<file path="src/rtl/mem_arbiter.sv">
`default_nettype none
// ============================================================================
// Module  : mem_arbiter
// Brief   : Two-requester round-robin arbiter onto a shared SRAM port with
//           slave-wait timeout and sticky error flag.
// Revision: 1.0 - initial release
// ============================================================================
module mem_arbiter #(
    parameter int unsigned TIMEOUT_CYCLES = 255,
    parameter logic [31:0] ERR_RDATA      = 32'hDEAD_BEEF
) (
    input  logic        clk,
    input  logic        rst_n,
    input  logic        m0_valid,
    output logic        m0_ready,
    input  logic [31:0] m0_addr,
    input  logic [31:0] m0_wdata,
    input  logic [3:0]  m0_wstrb,
    output logic [31:0] m0_rdata,
    input  logic        m1_valid,
    output logic        m1_ready,
    input  logic [31:0] m1_addr,
    input  logic [31:0] m1_wdata,
    input  logic [3:0]  m1_wstrb,
    output logic [31:0] m1_rdata,
    output logic        s_valid,
    input  logic        s_ready,
    output logic [31:0] s_addr,
    output logic [31:0] s_wdata,
    output logic [3:0]  s_wstrb,
    input  logic [31:0] s_rdata,
    input  logic        err_clr,
    output logic        timeout_err,
    output logic [1:0]  grant
);

    localparam logic [7:0] c_timeout = 8'(TIMEOUT_CYCLES);

    typedef enum logic [0:0] {
        S_IDLE = 1'b0,
        S_BUSY = 1'b1
    } state_t;

    state_t      r_state, w_state_nxt;
    logic [1:0]  r_grant, w_grant_nxt;
    logic        r_last_m1, w_last_m1_nxt;
    logic [7:0]  r_wait_cnt, w_wait_cnt_nxt;
    logic        r_timeout_err;

    logic        w_busy;
    logic        w_owner_valid;
    logic        w_timeout;
    logic        w_done;
    logic [31:0] w_rdata;

    assign w_busy        = (r_state == S_BUSY);
    assign w_owner_valid = (r_grant[0] & m0_valid) | (r_grant[1] & m1_valid);
    // Timeout only fires when the slave is still silent; a same-cycle s_ready wins.
    assign w_timeout     = w_busy & w_owner_valid & ~s_ready & (r_wait_cnt == c_timeout);
    assign w_done        = w_busy & w_owner_valid & (s_ready | w_timeout);
    assign w_rdata       = s_ready ? s_rdata : ERR_RDATA;

    always_ff @(posedge clk or negedge rst_n) begin
        if (!rst_n) begin
            r_state       <= S_IDLE;
            r_grant       <= 2'b00;
            r_last_m1     <= 1'b1;
            r_wait_cnt    <= 8'd0;
            r_timeout_err <= 1'b0;
        end else begin
            r_state    <= w_state_nxt;
            r_grant    <= w_grant_nxt;
            r_last_m1  <= w_last_m1_nxt;
            r_wait_cnt <= w_wait_cnt_nxt;
            if (w_timeout)
                r_timeout_err <= 1'b1;
            else if (err_clr)
                r_timeout_err <= 1'b0;
        end
    end

    always_comb begin
        w_state_nxt    = r_state;
        w_grant_nxt    = r_grant;
        w_last_m1_nxt  = r_last_m1;
        w_wait_cnt_nxt = r_wait_cnt;
        case (r_state)
            S_IDLE: begin
                w_wait_cnt_nxt = 8'd0;
                if (m0_valid && m1_valid) begin
                    w_grant_nxt = r_last_m1 ? 2'b01 : 2'b10;
                    w_state_nxt = S_BUSY;
                end else if (m0_valid) begin
                    w_grant_nxt = 2'b01;
                    w_state_nxt = S_BUSY;
                end else if (m1_valid) begin
                    w_grant_nxt = 2'b10;
                    w_state_nxt = S_BUSY;
                end
            end
            S_BUSY: begin
                if (!w_owner_valid) begin
                    // Owner withdrew: abandon without touching round-robin history.
                    w_grant_nxt = 2'b00;
                    w_state_nxt = S_IDLE;
                end else if (w_done) begin
                    w_grant_nxt   = 2'b00;
                    w_last_m1_nxt = r_grant[1];
                    w_state_nxt   = S_IDLE;
                end else begin
                    w_wait_cnt_nxt = r_wait_cnt + 8'd1;
                end
            end
            default: begin
                w_grant_nxt = 2'b00;
                w_state_nxt = S_IDLE;
            end
        endcase
    end

    // grant is 00 whenever idle, so the AND-OR mux drives zeros then.
    assign s_valid  = w_busy;
    assign s_addr   = ({32{r_grant[0]}} & m0_addr)  | ({32{r_grant[1]}} & m1_addr);
    assign s_wdata  = ({32{r_grant[0]}} & m0_wdata) | ({32{r_grant[1]}} & m1_wdata);
    assign s_wstrb  = ({4{r_grant[0]}}  & m0_wstrb) | ({4{r_grant[1]}}  & m1_wstrb);

    assign m0_ready = w_done & r_grant[0];
    assign m1_ready = w_done & r_grant[1];
    assign m0_rdata = m0_ready ? w_rdata : 32'd0;
    assign m1_rdata = m1_ready ? w_rdata : 32'd0;

    assign timeout_err = r_timeout_err;
    assign grant       = r_grant;

endmodule
`default_nettype wire

</file>
<file path="config.mk">
export PLATFORM = sky130hd
export DESIGN_NAME = mem_arbiter
export DESIGN_NICKNAME = d
export VERILOG_FILES = /design/src/rtl/mem_arbiter.sv
export SDC_FILE = /design/constraint.sdc
export NUM_CORES = 1
export LEC_CHECK = 0
export ABC_CLOCK_PERIOD_IN_PS = 2300
export CORE_AREA = 2 2 120 122
export CTS_CLUSTER_SIZE = 10
export DETAILED_ROUTE_END_ITERATION = 7
export DIE_AREA = 0 0 122 124
export PLACE_DENSITY_LB_ADDON = 0.08
export SLEW_MARGIN = 20
export SYNTH_ARGS = -nofsm -noshare
export SYNTH_HDL_FRONTEND = slang
export SYNTH_SLANG_ARGS = --single-unit
</file>
<file path="constraint.sdc">
create_clock -name clk -period 2.3 [get_ports clk]
set_input_delay 0.345 -clock clk [delete_from_list [all_inputs] [get_ports clk]]
set_output_delay 0.345 -clock clk [all_outputs]
set_load 0.1 [all_outputs]
</file>
* Yosys cells after proc, flatten, opt, wreduce, memory -nomap -nowiden *
Cells that the tools add are included.

operators by class
  eq/ne operators = 5
  mux-type cells = 21
  bitwise operators = 21
  reduce and logical (&&, ||, !) cells = 5
  add/sub/neg operators = 1

operators by type and width
  kind                                                    number
  AND 32 bit                                              4
  2-to-1 mux 32 bit                                       3
  OR 32 bit                                               2
  2-to-1 mux 8 bit                                        2
  case mux 8 bit (2 select lines)                         1
  2-to-1 mux 2 bit                                        6
  adder 8 x 1 -> 8 bit (second input constant)            1
  AND 1 bit                                               8
  AND 4 bit                                               2
  == test 8 bit (second input constant)                   1
  2-to-1 mux 1 bit                                        7
  inequality test 4 bit (second input constant)           1
  OR 4 bit                                                1
  case mux 2 bit (2 select lines)                         1
  AND reduction 2 bit                                     2
  inequality test 3 x 2 -> 1 bit (second input constant)  1
  AND reduction 3 bit                                     1
  inequality test 2 x 1 -> 1 bit (second input constant)  1
  inequality test 2 bit (second input constant)           1
  inverter 1 bit                                          2
  OR 1 bit                                                2
  case mux 1 bit (2 select lines)                         1
  nonzero test 2 bit                                      1
  logical AND 1 bit                                       1

word-level totals
  logic and storage cells = 58
  bits of input ports = 174
  register bits = 13
  output and inout bits = 138

* Logic depth before layout (Yosys ltp) *
  depth in word-level cells = 10
  gate-level depth with buffers = 6
  mapped depth without buffers = 5

* Worst setup path before layout *
OpenSTA, ideal clock, no wires.

  path type = register -> output
  from = reg r_grant[0] (netlist: grant[0])
  to = out m1_rdata[22]
  buffers on the path = 2
  required time = 1.955 ns
  setup slack = -1.175 ns
  arrival = 3.130 ns
  stages on the path, launching flop included = 7
  cell sequence = dfrtp_1 -> buf_2 -> a22oi_1 -> nor2_1 -> nand3_1 -> buf_2 -> nor2_1

on the way
  word-level cells in the longest chain between the ends = 9

ends and longest elaborated chain
  element                  line    text
  start, declared          45      logic [1:0] r_grant, w_grant_nxt;
  start signal, assigned   72      r_grant <= w_grant_nxt;
  AND 1 bit (*)            57      assign w_owner_valid = (r_grant[0] & m0_valid) | (r_grant[1] & m1_valid);
  OR 1 bit (*)             57
  AND 1 bit (*)            59, 60
  AND 1 bit (2 in series)  59      assign w_timeout = w_busy & w_owner_valid & ~s_ready & (r_wait_cnt == c_timeout);
  OR 1 bit                 60      assign w_done = w_busy & w_owner_valid & (s_ready | w_timeout);
  AND 1 bit (*)            60
  AND 1 bit (*)            128     assign m1_ready = w_done & r_grant[1];
  2-to-1 mux 32 bit (*)    130     assign m1_rdata = m1_ready ? w_rdata : 32'd0;
  end, declared            25      output logic [31:0] m1_rdata,

Every way passes the cells marked *; elsewhere a longest branch is shown, timed or not.

* Final worst setup path *
  from = in s_ready
  to = out m0_rdata[25]

on the way
  word-level cells in the longest chain between the ends = 7
  elaborated cells on any way between the ends = 8
  those cells by class = mux: 2; bitwise: 6

ends and longest elaborated chain
  element                  line  text
  start, declared          27    input logic s_ready,
  inverter 1 bit           59
  AND 1 bit (2 in series)  59
  OR 1 bit                 60
  AND 1 bit                60
  AND 1 bit                127   assign m0_ready = w_done & r_grant[0];
  2-to-1 mux 32 bit (*)    129   assign m0_rdata = m0_ready ? w_rdata : 32'd0;
  end, declared            19    output logic [31:0] m0_rdata,

Marks and branches as above.

==> flow_summary_export.csv <==
group,metric,value,unit
global_routing,grt_pass1_vias,3303,
die,die_x,122,um
clock_network,clkTransAtPathRegs,0.05,ns
sta,tightestPinTransition,0.595,ns
sta,slew_violations,0,
sta,rsz0062_at_grt,"yes",
sta,timing.final.crit_share,99.4,%
final_layout,num_antenna_cells,0,
die,ios,312,
setup_path,r2r_cells,5,
clock_network,numCtsBuffers,3,
yosys,ys_ff_latch,13,
yosys,synth_edf_count,0,
final_layout,drive_gt1_share,44.2,%
global_routing,grt_max_degree,74,
die,die-area,15100,um^2
yosys,synth_area_per_cell,6.69,um^2
final_layout,final_cells,757,
clock_network,htreeDepth,1,
status,status,"completed",
place,dp.cells,749,
pwr,power.leakage,2.84,nW
drt,avgRoutedWirePerCell,19.4,um
clock_network,cts_tree,"built",
setup_path,slowest_stage,"clkdlybuf4s50_1",
worst_hold_path,hold_class,"in -> async",
global_routing,grt_usage,17.9,%
yosys,synth_cell_type_count,41,
sta,finClkSkew,0.00365,ns
clock_network,clk_path_buf_depth,2,
job,cap_violations,0,
die,initial_core_util,13.0,%
setup_path,required,1.96,ns
pwr,power.density,1450,nW/um^2
drt,dr.pass1.iters,4,
setup_path,critPathKind,"in -> out",
yosys,ys_warn_count,0,
setup_path,crit_arrival,1.94,ns
yosys,yosysSeqAreaShare,18.3,%
sta,max_freq,437,MHz
setup_path,start_kind,"input pin",
clock_network,cts_num_sinks,13,
global_routing,grt-ovfl-total,0,
die,rows,43,
yosys,ys.flop_type,"dfrtp_1",
place,hpwl,12.0,mm
die,coreArea,13700,um^2
setup_path,timing.rr.start,"grant[0]$_DFFE_PN0P_",
yosys,synth_fp_nets,441,
drt,postRouteAntennaNets,0,
yosys,async_flop_share,100,%
drt,finalWirelength,14.7,mm
yosys,syn_inst,266,
sta,fin_crit,2.29,ns
setup_path,cp_cell_sequence,"clkdlybuf4s50_1 > clkinv_1 > buf_12 > nor2_1 > nor2_4 > buf_12",
sta,hold_viol_final,0,
pwr,irDropWorstVdd,0.592,mV
place,port_buffers,311,
setup_path,critPathCaptureType,"output pin",
final_layout,post-route-util,52.9,%
place,gp_congestion,0.856,
sta,setup_viol,0,
global_routing,antenna_found_initial,0,
setup_path,rrSetupSlack,0.43,ns
sta,max_slew_margin,60.2,%
drt,drc,0,
setup_path,critPathLaunch,"s_ready",
drt,dr.first_iter.drc_count,88,
global_routing,grt_first_pass_wirelength,20.6,mm
final_layout,nets,753,
clock_network,cts.hold.buffers_added,0,
drt,viasPerCell,4.42,
yosys,synth_area,1780,um^2
drt,dr_total_vias,3344,
setup_path,worst_path_most_repeated_cell,"buf_12",
die,die_h,124,um
clock_network,root_buffer,"clkbuf_16",
final_layout,syn_to_final_growth,308,%
setup_path,crit_fanout,24,
clock_network,clk_latency,0.24,ns
setup_path,slowest_delay,0.63,ns
[cell families (layout without fill, tap and decap cells)]
logic type                 Yosys count  in the layout  synth area share [%]
muxes                                1              1                 0.562
buffers and inverters               33            344                  7.59
and+or+nand+nor                    125            125                  28.9
xor gates and xnor gates             3              3                  1.48
AOI/OAI and AO/OA                   90             90                  42.4
adders and majority gates            1              1                 0.703
DFF                                 13             13                  18.3
[cells in the final DEF, fill, tap and decap left out, types with 2 or more instances in the layout]
| master | n |
|---|---|
| nand4_1 | 2 |
| nor3_1 | 2 |
| xor2_1 | 2 |
| nand2_1 | 13 |
| clkbuf_16 | 3 |
| nor2_2 | 17 |
| or4_1 | 2 |
| dfrtp_4 | 2 |
| a21oi_1 | 4 |
| buf_4 | 16 |
| inv_1 | 4 |
| o31ai_1 | 3 |
| buf_12 | 142 |
| nand3_4 | 2 |
| dfrtp_1 | 9 |
| o211ai_1 | 3 |
| clkdlybuf4s50_1 | 173 |
| nor2_1 | 19 |
| nor2_4 | 60 |
| a22o_1 | 68 |
[cells in the mapped netlist (2+ instances only)]
cell type	number	area share [%]
o211ai_1	3	1.3
or4_1	2	0.84
nor2_1	96	20
nand2_1	13	2.7
clkbuf_1	12	2.5
nor3_1	2	0.56
a22o_1	68	33
dfrtp_1	12	17
nand4_1	2	0.70
a21oi_1	4	1.1
o31ai_1	3	1.3
buf_2	9	2.5
buf_1	5	1.1
inv_1	5	1.1
xor2_1	2	0.98
nand3_1	3	0.84
[power by group]
part	leakage (nW)	switching (mW)	total [mW]	internal, mW
combinational	2.63	6.49	9.84	3.35
sequential	0.168	0.0491	0.345	0.296
clock	0.0382	0.0947	0.328	0.234
total	2.84	6.63	10.5	3.88
[path summary, 6_finish.rpt]
| check | end |
|---|---|
| min | r_wait_cnt[6]$_DFFE_PN0P_ |
| max in group asynchronous | grant[0]$_DFFE_PN0P_ |
| max | m0_rdata[25] |
| max reg2reg | r_wait_cnt[5]$_DFFE_PN0P_ |
| min reg2reg | r_last_m1$_DFFE_PN1P_ |
| min in group clk | r_last_m1$_DFFE_PN1P_ |
[metal layers]
| layer | up-vias | wire length (um) | GRT usage, % |
|---|---|---|---|
| met3 | 16 | 1240 | 4.21 |
| met1 | 1571 | 5140 | 19.8 |
| met2 | 159 | 7990 | 34.4 |
| met4 | 0 | 333 | 4.60 |
| li1 | 1598 | - | - |
| met5 | - | 0 | 0 |
[through the flow]
| stage | hold WS, ns | TNS, ns | total power, mW | setup WS, ns | cell area [um^2] |
|---|---|---|---|---|---|
| after global placement | 0.504 | 0 | 10.1 | 0.0263 | 7070 |
| after detailed placement | 0.503 | -0.00437 | 10.2 | -0.00237 | 7070 |
| after global routing | 0.518 | -1.10 | 10.7 | -0.0747 | 7260 |
| final | 0.482 | 0 | 10.5 | 0.0137 | 7260 |
| after floorplan | 0.0494 | -2.30 | 6.42 | -0.0802 | 2300 |
| after CTS | 0.500 | -0.0135 | 10.6 | -0.0135 | 7250 |
[repair_timing]
action / CTS / global route
setup buffers: 3 / 1
pin swaps: 3 / 1
resized for setup: 14 / 5
endpoints found under the setup margin: 45 / 29
gates cloned: 1 / 0
[cell type report]
type                    instances  area, um^2
fillers                      1208        6460
flip-flops and latches         13         335
inverters                       7        30.0
multi-input cells             220        1850
clock buffers                   4        78.8
well taps                     180         225
repair buffers                333        4730
[critical path: cells and delay by family]
kind                   cells  cell delay [ns]
buffers and inverters      4             1.18
and+or+nand+nor            2             0.40
[state kept, by name, summed over array words and instances, names as in the netlist]
signal	count
grant	2
timeout_err	1
r_wait_cnt	8
r_last_m1	1
s_valid	1
Note: power is estimated with default switching activity, not from simulation.
